## src/rtl/cache_ctrl.sv

```systemverilog
// ---------------------------------------------------------------------------
// cache_ctrl
//
// Sequencer between a single CPU load/store requester, a fully associative
// cache and the backing main memory.
//   - Reads look the cache up. A hit returns the cached word. A miss fetches
//     the word from memory, fills the cache, then returns it.
//   - Writes go through to memory first, then allocate/update the cache.
//   - A memory access that sees no mem_ack for MEM_TIMEOUT cycles is aborted.
//     The request then completes with cpu_err=1. MEM_TIMEOUT=0 disables this.
//
// Ports
//   clk, rst_n      clock (posedge) and asynchronous active-low reset
//   cpu_req/cpu_we/cpu_addr/cpu_wdata   request, sampled when accepted
//   cpu_ready       idle and accepting a request
//   cpu_done        one-cycle completion pulse
//   cpu_err         with cpu_done: 1 = memory timeout abort
//   cpu_rdata       read data, valid with cpu_done for reads
//   ctl_addr        latched request address (to cache and memory)
//   ctl_wdata       fill / write data (to cache and memory)
//   c_lookup        one-cycle cache lookup strobe
//   c_hit/c_rdata   cache hit and data, valid the cycle after c_lookup
//   c_we            one-cycle cache write/fill strobe
//   mem_req/mem_we  memory request and write qualifier
//   mem_ack         memory completion; read data valid in the same cycle
//   mem_rdata       memory read data
//
// Optional build macro: CACHE_CTRL_STATS_EN
//   When it is defined, the block adds the saturating outputs hit_count[15:0]
//   and miss_count[15:0]. They count read hits and read misses in CHECK.
//   When it is undefined, neither the ports nor the counters exist.
// ---------------------------------------------------------------------------
module cache_ctrl #(
    parameter int ADDR_WIDTH  = 12,
    parameter int DATA_WIDTH  = 16,
    parameter int MEM_TIMEOUT = 64
) (
    input  logic                  clk,
    input  logic                  rst_n,
    input  logic                  cpu_req,
    input  logic                  cpu_we,
    input  logic [ADDR_WIDTH-1:0] cpu_addr,
    input  logic [DATA_WIDTH-1:0] cpu_wdata,
    output logic                  cpu_ready,
    output logic                  cpu_done,
    output logic                  cpu_err,
    output logic [DATA_WIDTH-1:0] cpu_rdata,
    output logic [ADDR_WIDTH-1:0] ctl_addr,
    output logic [DATA_WIDTH-1:0] ctl_wdata,
    output logic                  c_lookup,
    input  logic                  c_hit,
    input  logic [DATA_WIDTH-1:0] c_rdata,
    output logic                  c_we,
    output logic                  mem_req,
    output logic                  mem_we,
    input  logic                  mem_ack,
    input  logic [DATA_WIDTH-1:0] mem_rdata
`ifdef CACHE_CTRL_STATS_EN
    ,
    output logic [15:0]           hit_count,
    output logic [15:0]           miss_count
`endif
);

    localparam logic [2:0] S_IDLE   = 3'd0;
    localparam logic [2:0] S_LOOKUP = 3'd1;
    localparam logic [2:0] S_CHECK  = 3'd2;
    localparam logic [2:0] S_MEM_RD = 3'd3;
    localparam logic [2:0] S_MEM_WR = 3'd4;
    localparam logic [2:0] S_FILL   = 3'd5;
    localparam logic [2:0] S_RESP   = 3'd6;

    // The counter keeps at least one bit so that MEM_TIMEOUT=0 still
    // elaborates. In that case the timeout compare is disabled by TO_EN.
    localparam int              CNT_W    = (MEM_TIMEOUT > 0) ? $clog2(MEM_TIMEOUT + 1) : 1;
    localparam logic            TO_EN    = (MEM_TIMEOUT > 0) ? 1'b1 : 1'b0;
    // Expiry is detected in the last waiting cycle, when the counter is one
    // below the limit. mem_req therefore stays high for exactly MEM_TIMEOUT
    // cycles.
    localparam logic [CNT_W-1:0] CNT_LAST = (MEM_TIMEOUT > 0) ? CNT_W'(MEM_TIMEOUT - 1) : '0;
    localparam logic [CNT_W-1:0] CNT_ONE  = CNT_W'(1);

    logic [2:0]            state_q,     state_d;
    logic [CNT_W-1:0]      cnt_q,       cnt_d;
    logic [ADDR_WIDTH-1:0] ctl_addr_q,  ctl_addr_d;
    logic [DATA_WIDTH-1:0] ctl_wdata_q, ctl_wdata_d;
    logic [DATA_WIDTH-1:0] cpu_rdata_q, cpu_rdata_d;
    logic                  timeout_s;
    logic                  cpu_ready_q, cpu_ready_d;
    logic                  cpu_done_q,  cpu_done_d;
    logic                  cpu_err_q,   cpu_err_d;
    logic                  c_lookup_q,  c_lookup_d;
    logic                  c_we_q,      c_we_d;
    logic                  mem_req_q,   mem_req_d;
    logic                  mem_we_q,    mem_we_d;

    // Next-state, timeout counter and datapath latch logic.
    always_comb begin
        state_d     = state_q;
        cnt_d       = cnt_q;
        ctl_addr_d  = ctl_addr_q;
        ctl_wdata_d = ctl_wdata_q;
        cpu_rdata_d = cpu_rdata_q;
        timeout_s   = 1'b0;
        case (state_q)
            S_IDLE: begin
                // cpu_ready_q is still low in the first cycle after reset,
                // so no request is accepted in that cycle.
                if (cpu_req && cpu_ready_q) begin
                    ctl_addr_d  = cpu_addr;
                    ctl_wdata_d = cpu_wdata;
                    cpu_rdata_d = {DATA_WIDTH{1'b0}};
                    if (cpu_we) begin
                        state_d = S_MEM_WR;
                    end else begin
                        state_d = S_LOOKUP;
                    end
                end else begin
                    state_d = S_IDLE;
                end
            end
            S_LOOKUP: begin
                state_d = S_CHECK;
            end
            S_CHECK: begin
                if (c_hit) begin
                    cpu_rdata_d = c_rdata;
                    state_d     = S_RESP;
                end else begin
                    state_d     = S_MEM_RD;
                end
            end
            S_MEM_RD: begin
                // mem_ack has priority over expiry when both occur in the
                // same cycle.
                if (mem_ack) begin
                    cnt_d       = {CNT_W{1'b0}};
                    ctl_wdata_d = mem_rdata;
                    cpu_rdata_d = mem_rdata;
                    state_d     = S_FILL;
                end else if (TO_EN && (cnt_q == CNT_LAST)) begin
                    cnt_d       = {CNT_W{1'b0}};
                    cpu_rdata_d = {DATA_WIDTH{1'b0}};
                    timeout_s   = 1'b1;
                    state_d     = S_RESP;
                end else begin
                    cnt_d       = cnt_q + CNT_ONE;
                end
            end
            S_MEM_WR: begin
                if (mem_ack) begin
                    cnt_d     = {CNT_W{1'b0}};
                    state_d   = S_FILL;
                end else if (TO_EN && (cnt_q == CNT_LAST)) begin
                    cnt_d     = {CNT_W{1'b0}};
                    timeout_s = 1'b1;
                    state_d   = S_RESP;
                end else begin
                    cnt_d     = cnt_q + CNT_ONE;
                end
            end
            S_FILL: begin
                state_d = S_RESP;
            end
            S_RESP: begin
                state_d = S_IDLE;
            end
            default: begin
                state_d = S_IDLE;
                cnt_d   = {CNT_W{1'b0}};
            end
        endcase
    end

    // Output decode from the next state, so every strobe comes from a flop
    // and appears in the same cycle as the state it belongs to.
    always_comb begin
        cpu_ready_d = (state_d == S_IDLE);
        cpu_done_d  = (state_d == S_RESP);
        cpu_err_d   = (state_d == S_RESP) && timeout_s;
        c_lookup_d  = (state_d == S_LOOKUP);
        c_we_d      = (state_d == S_FILL);
        mem_req_d   = (state_d == S_MEM_RD) || (state_d == S_MEM_WR);
        mem_we_d    = (state_d == S_MEM_WR);
    end

    // State, counter, datapath and output registers. Reset also clears
    // mem_req and c_we asynchronously and drops any pending request.
    always_ff @(posedge clk or negedge rst_n) begin
        if (!rst_n) begin
            state_q     <= S_IDLE;
            cnt_q       <= {CNT_W{1'b0}};
            ctl_addr_q  <= {ADDR_WIDTH{1'b0}};
            ctl_wdata_q <= {DATA_WIDTH{1'b0}};
            cpu_rdata_q <= {DATA_WIDTH{1'b0}};
            cpu_ready_q <= 1'b0;
            cpu_done_q  <= 1'b0;
            cpu_err_q   <= 1'b0;
            c_lookup_q  <= 1'b0;
            c_we_q      <= 1'b0;
            mem_req_q   <= 1'b0;
            mem_we_q    <= 1'b0;
        end else begin
            state_q     <= state_d;
            cnt_q       <= cnt_d;
            ctl_addr_q  <= ctl_addr_d;
            ctl_wdata_q <= ctl_wdata_d;
            cpu_rdata_q <= cpu_rdata_d;
            cpu_ready_q <= cpu_ready_d;
            cpu_done_q  <= cpu_done_d;
            cpu_err_q   <= cpu_err_d;
            c_lookup_q  <= c_lookup_d;
            c_we_q      <= c_we_d;
            mem_req_q   <= mem_req_d;
            mem_we_q    <= mem_we_d;
        end
    end

    assign cpu_ready = cpu_ready_q;
    assign cpu_done  = cpu_done_q;
    assign cpu_err   = cpu_err_q;
    assign cpu_rdata = cpu_rdata_q;
    assign ctl_addr  = ctl_addr_q;
    assign ctl_wdata = ctl_wdata_q;
    assign c_lookup  = c_lookup_q;
    assign c_we      = c_we_q;
    assign mem_req   = mem_req_q;
    assign mem_we    = mem_we_q;

`ifdef CACHE_CTRL_STATS_EN
    logic [15:0] hit_cnt_q,  hit_cnt_d;
    logic [15:0] miss_cnt_q, miss_cnt_d;

    // Saturating read hit/miss counters, updated on the CHECK decision.
    always_comb begin
        hit_cnt_d  = hit_cnt_q;
        miss_cnt_d = miss_cnt_q;
        if (state_q == S_CHECK) begin
            if (c_hit) begin
                if (hit_cnt_q != 16'hFFFF) begin
                    hit_cnt_d = hit_cnt_q + 16'd1;
                end else begin
                    hit_cnt_d = hit_cnt_q;
                end
            end else begin
                if (miss_cnt_q != 16'hFFFF) begin
                    miss_cnt_d = miss_cnt_q + 16'd1;
                end else begin
                    miss_cnt_d = miss_cnt_q;
                end
            end
        end else begin
            hit_cnt_d  = hit_cnt_q;
            miss_cnt_d = miss_cnt_q;
        end
    end

    // Statistics registers.
    always_ff @(posedge clk or negedge rst_n) begin
        if (!rst_n) begin
            hit_cnt_q  <= 16'd0;
            miss_cnt_q <= 16'd0;
        end else begin
            hit_cnt_q  <= hit_cnt_d;
            miss_cnt_q <= miss_cnt_d;
        end
    end

    assign hit_count  = hit_cnt_q;
    assign miss_count = miss_cnt_q;
`endif

endmodule

```

## config.mk

```make
export PLATFORM = sky130hd
export DESIGN_NAME = cache_ctrl
export DESIGN_NICKNAME = d
export VERILOG_FILES = /design/src/rtl/cache_ctrl.sv
export SDC_FILE = /design/constraint.sdc
export NUM_CORES = 1
export LEC_CHECK = 0
export ABC_AREA = 1
export CAP_MARGIN = 5
export CORE_MARGIN = 4
export CORE_UTILIZATION = 25
export CTS_CLUSTER_DIAMETER = 200
export CTS_CLUSTER_SIZE = 30
export DETAILED_ROUTE_END_ITERATION = 10
export PLACE_DENSITY = 0.59
export SYNTH_ARGS = -nofsm -noshare
export SYNTH_HDL_FRONTEND = slang
export SYNTH_SLANG_ARGS = --single-unit
```

## constraint.sdc

```tcl
create_clock -name clk -period 1.8 [get_ports clk]
set_input_delay 0.54 -clock clk [delete_from_list [all_inputs] [get_ports clk]]
set_output_delay 0.54 -clock clk [all_outputs]
set_load 0.01 [all_outputs]
```

Word level (Yosys, flattened, before mapping)
Index checks and enable logic that the tools add are counted.
Operators by class
  $add $sub $neg: 1
  equality and inequality tests: 16
  muxes and demuxes: 20
  reduce and logical (&&, ||, !) cells: 12
Operators with widths (number)
  16-bit two-way mux: 6
  16-bit one-hot mux with 3 select lines: 1
  16-bit one-hot mux with 2 select lines: 1
  3-bit equality test, second input constant: 6
  3-bit two-way mux: 5
  3-bit one-hot mux with 5 select lines: 1
  7-bit two-way mux: 2
  7-bit one-hot mux with 2 select lines: 1
  3-bit by 2-bit equality test with 1-bit output, second input constant: 3
  7-bit by 1-bit adder with 7-bit output, second input constant: 1
  7-bit by 6-bit equality test with 1-bit output, second input constant: 1
  3-bit by 1-bit equality test with 1-bit output, second input constant: 2
  3-bit zero test: 2
  2-bit != test, second input constant: 3
  5-bit OR reduction: 1
  4-bit AND reduction: 1
  1-bit two-way mux: 3
  3-bit != test, second input constant: 1
  3-bit AND reduction: 1
  3-bit nonzero test: 1
  1-bit logical AND: 2
  2-bit AND reduction: 1
  2-bit nonzero test: 1
  2-bit OR reduction: 1
  1-bit logical OR: 1
Word-level totals
  bits in registers: 61
  bits of input ports: 66

Longest topological paths before layout
Gate-level depths: netlist of the first run.
  word-level depth: 6
  gate-level depth with buffers: 10

Least setup slack after synthesis of the first run
No wires, ideal clock.
  path type: input to register
  start point: in mem_ack
  end point: reg ctl_wdata_q[10] (netlist: ctl_wdata[10])
  setup time: 0.130 ns
  data arrival time: 1.406 ns
  data required time: 1.670 ns
  slack: 0.264 ns
  stages: 4
  cells stage by stage: clkinv_1 o21ai_2 buf_2 a31oi_1
Between the ends
  word-level cells in the longest chain between the ends: 2
Ends and longest elaborated chain
  start, declared: line 56  | input logic mem_ack,
  2-bit != test (no source line)
  3-bit AND reduction (no source line)
  end signal, assigned: line 194  | ctl_wdata_q <= {DATA_WIDTH{1'b0}};
  end signal, assigned: line 207  | ctl_wdata_q <= ctl_wdata_d;
  end, declared: line 86  | logic [DATA_WIDTH-1:0] ctl_wdata_q, ctl_wdata_d;
Every way passes these cells.
A chain may end at the register's enable or synchronous reset.

Final worst setup path of the first run
  start point: reg ctl_wdata_q[14] (netlist: ctl_wdata[14])
  end point: out ctl_wdata[14]
RTL lines
  end, declared: line 49  | output logic [DATA_WIDTH-1:0] ctl_wdata,
No word-level cell between the ends.

==> results of run 1 <==
==> state kept, by name (all words and copies together), names as in the netlist, 3 cells and up <==
signal / cells
cnt_q: 7
ctl_addr: 12
cpu_rdata: 16
ctl_wdata: 16
state_q: 3
==> layer usage <==
layer	vias to the layer above	track usage
li1	1291	-
met1	1218	0.1903
met2	71	0.2133
met3	17	0.03209
met4	0	0.05369
met5	-	0
==> how the worst min path moves through the flow <==
stage / depth (start not counted) / slack [ns] / to
6_report: 2 / 0.21 / ctl_wdata[10]
3_3_place_gp: 2 / 0.46 / ctl_addr[7]
4_1_cts: 2 / 0.21 / ctl_wdata[10]
3_5_place_dp: 2 / 0.46 / ctl_addr[7]
2_1_floorplan: 0 / 0.24 / c_lookup
5_1_grt: 2 / 0.22 / ctl_wdata[10]
==> where the power goes <==
group          switching, mW  internal [mW]
Clock                  0.549           1.04
Combinational           1.63           1.46
Sequential             0.358           1.99
Total                   2.54           4.48
==> final cells by class <==
cell class | instances | area (µm²) | area share
Tap cell | 140 | 175.2 | 0.03956
Timing Repair Buffer | 127 | 1314 | 0.2967
Multi-Input combinational cell | 220 | 1075 | 0.2427
Clock inverter | 3 | 90.09 | 0.02034
Inverter | 21 | 78.83 | 0.01780
Clock buffer | 13 | 168.9 | 0.03815
Sequential cell | 61 | 1526 | 0.3447
==> worst reg2reg max path: stages, from the launching register on <==
cell and delay [ns]:
dfrtp_1 0.39, ha_1 0.20, nand2_1 0.08, nor2_2 0.17, nand2_2 0.14, nand3_1 0.13
nand4_2 0.11, buf_12 0.19, nand2_1 0.06, o21ai_0 0.08
==> metrics by stage <==
stage                     setup TNS, ns  hold slack (ns)  total power [mW]
after floorplan                       0           0.2444             3.971
final                                 0           0.2074             7.015
after CTS                             0           0.2107             7.188
after global placement           -3.289           0.4565             5.643
after detailed placement         -4.316           0.4607             5.702
after global routing                  0           0.2250             7.544
==> cells by family after synthesis <==
logic type      Yosys count  synth area share
simple gates            155            0.2332
flops                    61            0.5545
compound gates           59            0.1341
buf+inv                  34           0.05727
xor+xnor                  4           0.01273
mux                       1          0.003637
fa+ha+maj                 1          0.004545
==> cell usage after synthesis <==
master | count | area share
nand2_1 | 111 | 0.15
dfrtp_1 | 61 | 0.55
nor2_1 | 23 | 0.031
a22oi_1 | 16 | 0.044
a31oi_1 | 16 | 0.036
inv_1 | 16 | 0.022
o21ai_1 | 13 | 0.024
nand3_1 | 10 | 0.018
o21ai_0 | 6 | 0.011
buf_2 | 5 | 0.0091
clkbuf_1 | 4 | 0.0055
inv_2 | 4 | 0.0055
o22ai_1 | 4 | 0.0091
buf_6 | 3 | 0.012
nor2_2 | 3 | 0.0068
nor3_1 | 3 | 0.0055
xor2_1 | 3 | 0.0095
a21boi_0 | 1 | 0.0027
a21oi_1 | 1 | 0.0018
clkbuf_2 | 1 | 0.0018
clkinv_1 | 1 | 0.0014
ha_1 | 1 | 0.0045
mux2i_1 | 1 | 0.0036
nand2_2 | 1 | 0.0023
nand3_2 | 1 | 0.0036
nand4_1 | 1 | 0.0023
nand4_2 | 1 | 0.0045
nor2_8 | 1 | 0.0073
o211ai_1 | 1 | 0.0027
o21ai_2 | 1 | 0.0032
xnor2_1 | 1 | 0.0032
==> flow_summary.ini, run 1 <==
[run_status]
status = completed

[yosys]
ys_ff_latch = 61
synth_nets = 382
syn_inst = 315
ys_types = 31
syn-cell-area_mm2 = 0.002753
synth_warnings = 0
seq_area_frac_synth = 0.5545
syn_avg_cell_area_um2 = 8.739

[critical_path]
rrSetupSlack_ns = 0.15
critPathMaxStageDelay_ns = 0.55
r2r-end = cpu_rdata[8]
critPathMaxFanout = 2
rr_worst_depth = 9
critPathBufInv = 1
cpLargestDelayFamily = buffers and inverters
cp_cell_sequence = clkdlybuf4s50_1
slowest_stage = clkdlybuf4s50_1
critPathLaunch = ctl_wdata[14]
cp-end-kind = output pin
critPathArrivalTime_ns = 1.23
worstSetupStartpointType = register
crit_end = ctl_wdata[14]
cp.depth = 1
required_ns = 1.26
path_class = register to output pin
r2r_start = cnt_q[0]

[timing]
period_share = 0.9816
finalMaxSlewViolations = 0
worst_slew_pin_slew_ns = 0.4963
post-route-min-period_ns = 1.767
skew_ns = 0.008765
rsz0062_at_grt = false
timing.final.ws_setup_ns = 0.03304
hold_viol = 0
setup_violations = 0
slew-limit-headroom = 0.6669
clock.fmax_mhz = 565.9

[pwr]
peakVddDrop_uv = 727.5
p_leak_nw = 2.299
pwr_density_cell_mw_per_mm2 = 1584

[grt]
grt_max_degree = 62
antenna_found_initial = 0
grt_usage = 0.1388
grt_first_pass_wirelength_um = 13900
first_global_vias = 2589
grt-ovfl-total = 0

[cts]
cts_buffer_depth = 2
clock-sinks = 61
cts-resized-gates = 18
cts_setup_buffers = 0
hold_buffers = 0
cts_buffers = 9
clk_pin_slew_ns = 0.07
htree_levels = 3
tritoncts = done
clk_root_buffer_cell = clkbuf_8
clkLatencyLatePin_ns = 0.33

[placed_design]
placedCellCount = 569
port_buffers = 116
gp_congestion = 0.8725
dpl.hpwl_um = 6589
post_dp_cell_area_mm2 = 0.004125
pre_cts_slack_ns = -0.2073

[drt]
wl_met2_um = 4292
vias = 2597
m1WireLength_um = 3982
routed.top_layer = met4
wl_per_cell_um = 15.13
wl_met3_um = 304
drc = 0
ant_nets = 0
drtIter0Drc = 188
drtPass1Iterations = 5
vias_per_cell = 4.439
drt-total-wl_um = 8851

[cells_and_area]
fin_area_mm2 = 0.004428
fin_nets = 507
fin_cells = 585
diodes = 0
post-route-util = 0.4103
drive_gt1_frac = 0.09213
areaGrowthSynthToFinish_pct = 60.86
layout_common_cells = nand2_1, clkdlybuf4s50_1, dfrtp_1
fillers = 1064
final_common_cell = nand2_1

[floorplan]
fp.dieW_um = 112.9
die_height_um = 112.9
io_pins = 117
start_util = 0.2550
row_count = 38
die_area_mm2 = 0.01275
coreArea_mm2 = 0.01079

[run]
drv_cap = 0

[worst_hold_path]
holdCritPathClass = input pin to async pin
Power figures use the tool's default switching activity.
==> run 2, diff against run 1 <==
--- a/config.mk
+++ b/config.mk
@@ -8,11 +8,12 @@
 export ABC_AREA = 1
 export CAP_MARGIN = 5
 export CORE_MARGIN = 4
-export CORE_UTILIZATION = 25
+export CORE_UTILIZATION = 44
+export CTS_BUF_LIST = sky130_fd_sc_hd__clkbuf_4
 export CTS_CLUSTER_DIAMETER = 200
 export CTS_CLUSTER_SIZE = 30
 export DETAILED_ROUTE_END_ITERATION = 10
-export PLACE_DENSITY = 0.59
+export PLACE_DENSITY = 0.9
 export SYNTH_ARGS = -nofsm -noshare
 export SYNTH_HDL_FRONTEND = slang
 export SYNTH_SLANG_ARGS = --single-unit
==> flow_summary.ini, run 2 (synthesized netlist as in run 1, its figures left out) <==
[timing]
clock.fmax_mhz = 614.1
hold_viol = 0
period_share = 0.9047
setup_tns_ns = 0
rsz0062_at_grt = false
slew-limit-headroom = 0.6673
finalMaxSlewViolations = 0
worst_slew_pin_slew_ns = 0.4957
hold_slack_ns = 0.1127
post-route-min-period_ns = 1.628
skew_ns = 0.01473
setup_violations = 0

[run]
drv_cap = 0

[pwr]
power_frac_comb = 0.487
p_sw_mw = 2.448
pwr_density_cell_mw_per_mm2 = 1466
p_sw_frac = 0.4080
cell_internal_pwr_mw = 3.551
pwr-share-clk = 0.123
p_leak_nw = 2.003
peakVddDrop_uv = 823.3
sequentialPowerShare = 0.390

[cells_and_area]
areaGrowthSynthToFinish_pct = 48.64
diodes = 0
multi_input_area_mm2 = 0.001075
regArea_mm2 = 0.001526
fillers = 508
layout_common_cells = nand2_1, clkdlybuf4s50_1, dfrtp_1
drive_gt1_frac = 0.08578
fin_area_mm2 = 0.004091
final_common_cell = nand2_1
fin_nets = 507

[critical_path]
rrSetupSlack_ns = 0.17
required_ns = 2.07
rr_worst_depth = 9
cp-end-kind = register
r2r_start = cnt_q[0]
worstSetupStartpointType = register
path_class = register to register
critPathArrivalTime_ns = 1.90
r2r-end = cpu_rdata[4]
critPathMaxFanout = 32

[grt]
grt_usage = 0.2201
antenna_found_initial = 0
grt-ovfl-total = 0
grt_first_pass_wirelength_um = 12810
first_global_vias = 2701
grt_max_degree = 62

[drt]
vias = 2611
drc = 0
drt-total-wl_um = 8012
drtPass1Iterations = 5
wl_per_cell_um = 15.47
ant_nets = 0
vias_per_cell = 5.041
drtIter0Drc = 132

[worst_hold_path]
holdCritPathClass = input pin to async pin

[cts]
cts_buffers = 9
cts_buffer_depth = 2
cts_setup_buffers = 0
clk_pin_slew_ns = 0.10
tritoncts = done
clkLatencyLatePin_ns = 0.39
htree_levels = 3
clk_root_buffer_cell = clkbuf_4
clock-sinks = 61

[placed_design]
dpl.hpwl_um = 6167
post_dp_cell_area_mm2 = 0.004056
gp_congestion = 0.8809
port_buffers = 116

[run_status]
status = completed

[floorplan]
die_height_um = 87.10
row_count = 28
fp.dieW_um = 87.10
die_area_mm2 = 0.007586
io_pins = 117
coreArea_mm2 = 0.005991
start_util = 0.4595
-- run 2: cell count changes in the layout (fill, tap and decap cells not counted), sizes merged --
cell	delta
clkbuf	-3
clkdlybuf4s50	-9
bufinv	-3
clkinv	+4
dlygate4sd2	+33
dlymetal6s2s	-24
-- run 2: worst max-delay path by stage --
stage	startpoint	endpoint	slack [ns]	cells past startpoint
floorplan	mem_ack	ctl_wdata[10]	0.26	4
global placement	cpu_req	ctl_wdata[1]	-0.10	8
detailed placement	cpu_req	ctl_wdata[1]	-0.17	8
CTS	cnt_q[0]	mem_we	0.09	9
global route	cnt_q[0]	mem_req	0.03	9
finish	cnt_q[0]	cpu_rdata[4]	0.17	9
-- run 2: cell type report --
cell class                 instances  area share
sequential                        61      0.3731
timing repair buffer             127      0.2994
multi-input combinational        220      0.2627
tap                               75     0.02294
inverter                          21     0.01927
clock buffer                      10     0.01835
clock inverter                     4    0.004281
-- run 2: power by group through the flow --
| stage | combinational, mW | clock [mW] | sequential, mW |
|---|---|---|---|
| final | 2.92 | 0.739 | 2.34 |
| after CTS | 2.95 | 0.759 | 2.35 |
| after detailed placement | 3.30 | 0 | 2.39 |
| after global routing | 3.23 | 0.816 | 2.44 |
| after floorplan | 1.38 | 0 | 2.59 |
| after global placement | 3.21 | 0 | 2.35 |
-- run 2: timing repair --
action / 4_1_cts / 5_1_grt
endpoints found under the setup margin: 51 / 14
hold buffers: 0 / 0
gates resized for setup: 51 / 3
-- run 2: worst max-delay path, stage by stage (launching register included) --
cell,delay (ns)
dfrtp_1,0.40
ha_1,0.21
nand2_1,0.09
nor2_2,0.16
nand2_2,0.12
nand3_1,0.10
nand4_2,0.10
buf_12,0.18
nand2_1,0.07
o21ai_1,0.06
-- run 2: stage by stage --
| stage | std cells | utilization | setup WS (ns) | total power, mW |
|---|---|---|---|---|
| 2_1_floorplan | 315 | - | 0.2640 | 3.971 |
| 3_3_place_gp | 504 | 0.6771 | -0.1036 | 5.560 |
| 3_5_place_dp | 504 | 0.6771 | -0.1732 | 5.690 |
| 4_1_cts | 518 | 0.6819 | 0.09026 | 6.051 |
| 5_1_grt | 518 | 0.6830 | 0.02581 | 6.484 |
| 6_report | 518 | 0.6830 | 0.1715 | 5.999 |
-- run 2: routing by layer --
| layer | up-vias | GRT usage | wire length (µm) |
|---|---|---|---|
| met2 | 80 | 0.3547 | 4010 |
| met4 | 0 | 0.1088 | 197 |
| met1 | 1224 | 0.2880 | 3373 |
| met5 | - | 0 | 0 |
| met3 | 15 | 0.03595 | 430 |
| li1 | 1292 | - | - |
==> run 3, diff against run 2 <==
--- a/config.mk
+++ b/config.mk
@@ -13,7 +13,8 @@
 export CTS_CLUSTER_DIAMETER = 200
 export CTS_CLUSTER_SIZE = 30
 export DETAILED_ROUTE_END_ITERATION = 10
-export PLACE_DENSITY = 0.9
+export HOLD_SLACK_MARGIN = 0.12
+export PLACE_DENSITY = 0.81
 export SYNTH_ARGS = -nofsm -noshare
 export SYNTH_HDL_FRONTEND = slang
 export SYNTH_SLANG_ARGS = --single-unit
==> flow_summary.ini, run 3 (synthesized netlist as in run 1, its figures left out) <==
[critical_path]
critPathBufInv = 1
r2r_start = cnt_q[0]
path_class = register to output pin
worstSetupStartpointType = register
rr_worst_depth = 8
cpLargestDelayFamily = flip-flops
critPathMaxStageDelay_ns = 0.40
cp-end-kind = output pin
cp.depth = 1
slowest_stage = dfrtp_1
critPathArrivalTime_ns = 1.09
critPathLaunch = cpu_rdata[8]
rrSetupSlack_ns = 0.21
critPathMaxFanout = 2
cp_cell_sequence = dlygate4sd2_1
required_ns = 1.26

[timing]
skew_ns = 0.01563
period_share = 0.9058
rsz0062_at_grt = false
worst_slew_pin_slew_ns = 0.5008
setup_violations = 0
clock.fmax_mhz = 613.3
post-route-min-period_ns = 1.630
slew-limit-headroom = 0.6639
finalMaxSlewViolations = 0
timing.final.ws_setup_ns = 0.1695
hold_viol = 0

[drt]
drtIter0Drc = 140
drtPass1Iterations = 4
ant_nets = 0
vias = 2621
drc = 0
drt-total-wl_um = 7685
wl_per_cell_um = 14.72
vias_per_cell = 5.021

[cells_and_area]
fin_cells = 522
final_common_cell = nand2_1
layout_common_cells = nand2_1, clkdlybuf4s50_1, dfrtp_1
fin_area_mm2 = 0.004160
drive_gt1_frac = 0.09620
post-route-util = 0.6944
diodes = 0
areaGrowthSynthToFinish_pct = 51.14
fin_nets = 509

[pwr]
pwr_density_cell_mw_per_mm2 = 1486
peakVddDrop_uv = 864.9
p_leak_nw = 2.028

[floorplan]
die_area_mm2 = 0.007586
die_height_um = 87.10
fp.dieW_um = 87.10
coreArea_mm2 = 0.005991
start_util = 0.4595
row_count = 28
io_pins = 117

[placed_design]
pre_cts_slack_ns = -0.1757
placedCellCount = 505
post_dp_cell_area_mm2 = 0.004064
dpl.hpwl_um = 6009
gp_congestion = 0.8826
port_buffers = 116

[grt]
grt_max_degree = 33
grt-ovfl-total = 0
grt_usage = 0.2058
grt_first_pass_wirelength_um = 11970
antenna_found_initial = 0
first_global_vias = 2557

[cts]
clk_root_buffer_cell = clkbuf_4
htree_levels = 3
tritoncts = done
clock-sinks = 61
clk_pin_slew_ns = 0.11
cts_buffers = 9
clkLatencyLatePin_ns = 0.39
cts_setup_buffers = 0
cts_buffer_depth = 2

[worst_hold_path]
min_from = ctl_addr[6]
hold_depth = 2
holdCritPathClass = register to register

[run]
drv_cap = 0

[run_status]
status = completed
-- run 3: cell types whose count changed in the layout (fill, tap and decap cells not counted), sizes merged --
| cell | change |
|---|---|
| clkinv | -1 |
| dlygate4sd3 | +1 |
| clkinvlp | +2 |
| buf | +1 |
| bufinv | +1 |
-- run 3: routing by layer --
metal	global-route usage	routed length [µm]	vias up
met3	0.04068	556	17
li1	-	-	1295
met2	0.3154	3604	96
met5	0	0	-
met1	0.2759	3280	1213
met4	0.1088	243	0
-- run 3: what timing repair did --
item	4_1_cts	5_1_grt
cloned	0	0
hold endpoints to repair	18	0
setup endpoints to repair	51	20
hold buffers	1	0
resized for setup	51	3
-- run 3: worst min-delay path: cells and delay by family, from the launching register on --
| family | cells | cell delay (ns) |
|---|---|---|
| AND/OR/NAND/NOR | 2 | 0.10 |
| flip-flops | 1 | 0.35 |
-- run 3: report_power, final --
group          switching [mW]  internal (mW)
clock network           0.500          0.436
logic                    1.61           1.30
registers               0.356           1.98
total                    2.47           3.72
-- run 3: final cells by class --
cell class	instances	area, µm²
Inverter	21	78.83
Timing Repair Buffer	129	1242
Fill cell	492	1831
Clock inverter	6	63.81
Sequential cell	61	1526
Tap cell	75	93.84
Clock buffer	10	75.07
Multi-Input combinational cell	220	1080
-- run 3: path summary, 6_finish.rpt --
path / to
max: cpu_rdata[8]
min: ctl_addr[6]
max reg2reg: cpu_rdata[13]
min reg2reg: ctl_addr[6]
max in group asynchronous: cpu_rdata[11]
min in group asynchronous: mem_we
-- run 3: per-stage QoR --
stage          hold WS, ns  TNS (ns)  total power, mW
2_1_floorplan       0.2444         0            3.971
3_3_place_gp        0.4526    -2.745            5.555
3_5_place_dp        0.4588    -3.949            5.667
4_1_cts             0.4783         0            6.236
5_1_grt             0.5060         0            6.699
6_report            0.4790         0            6.182
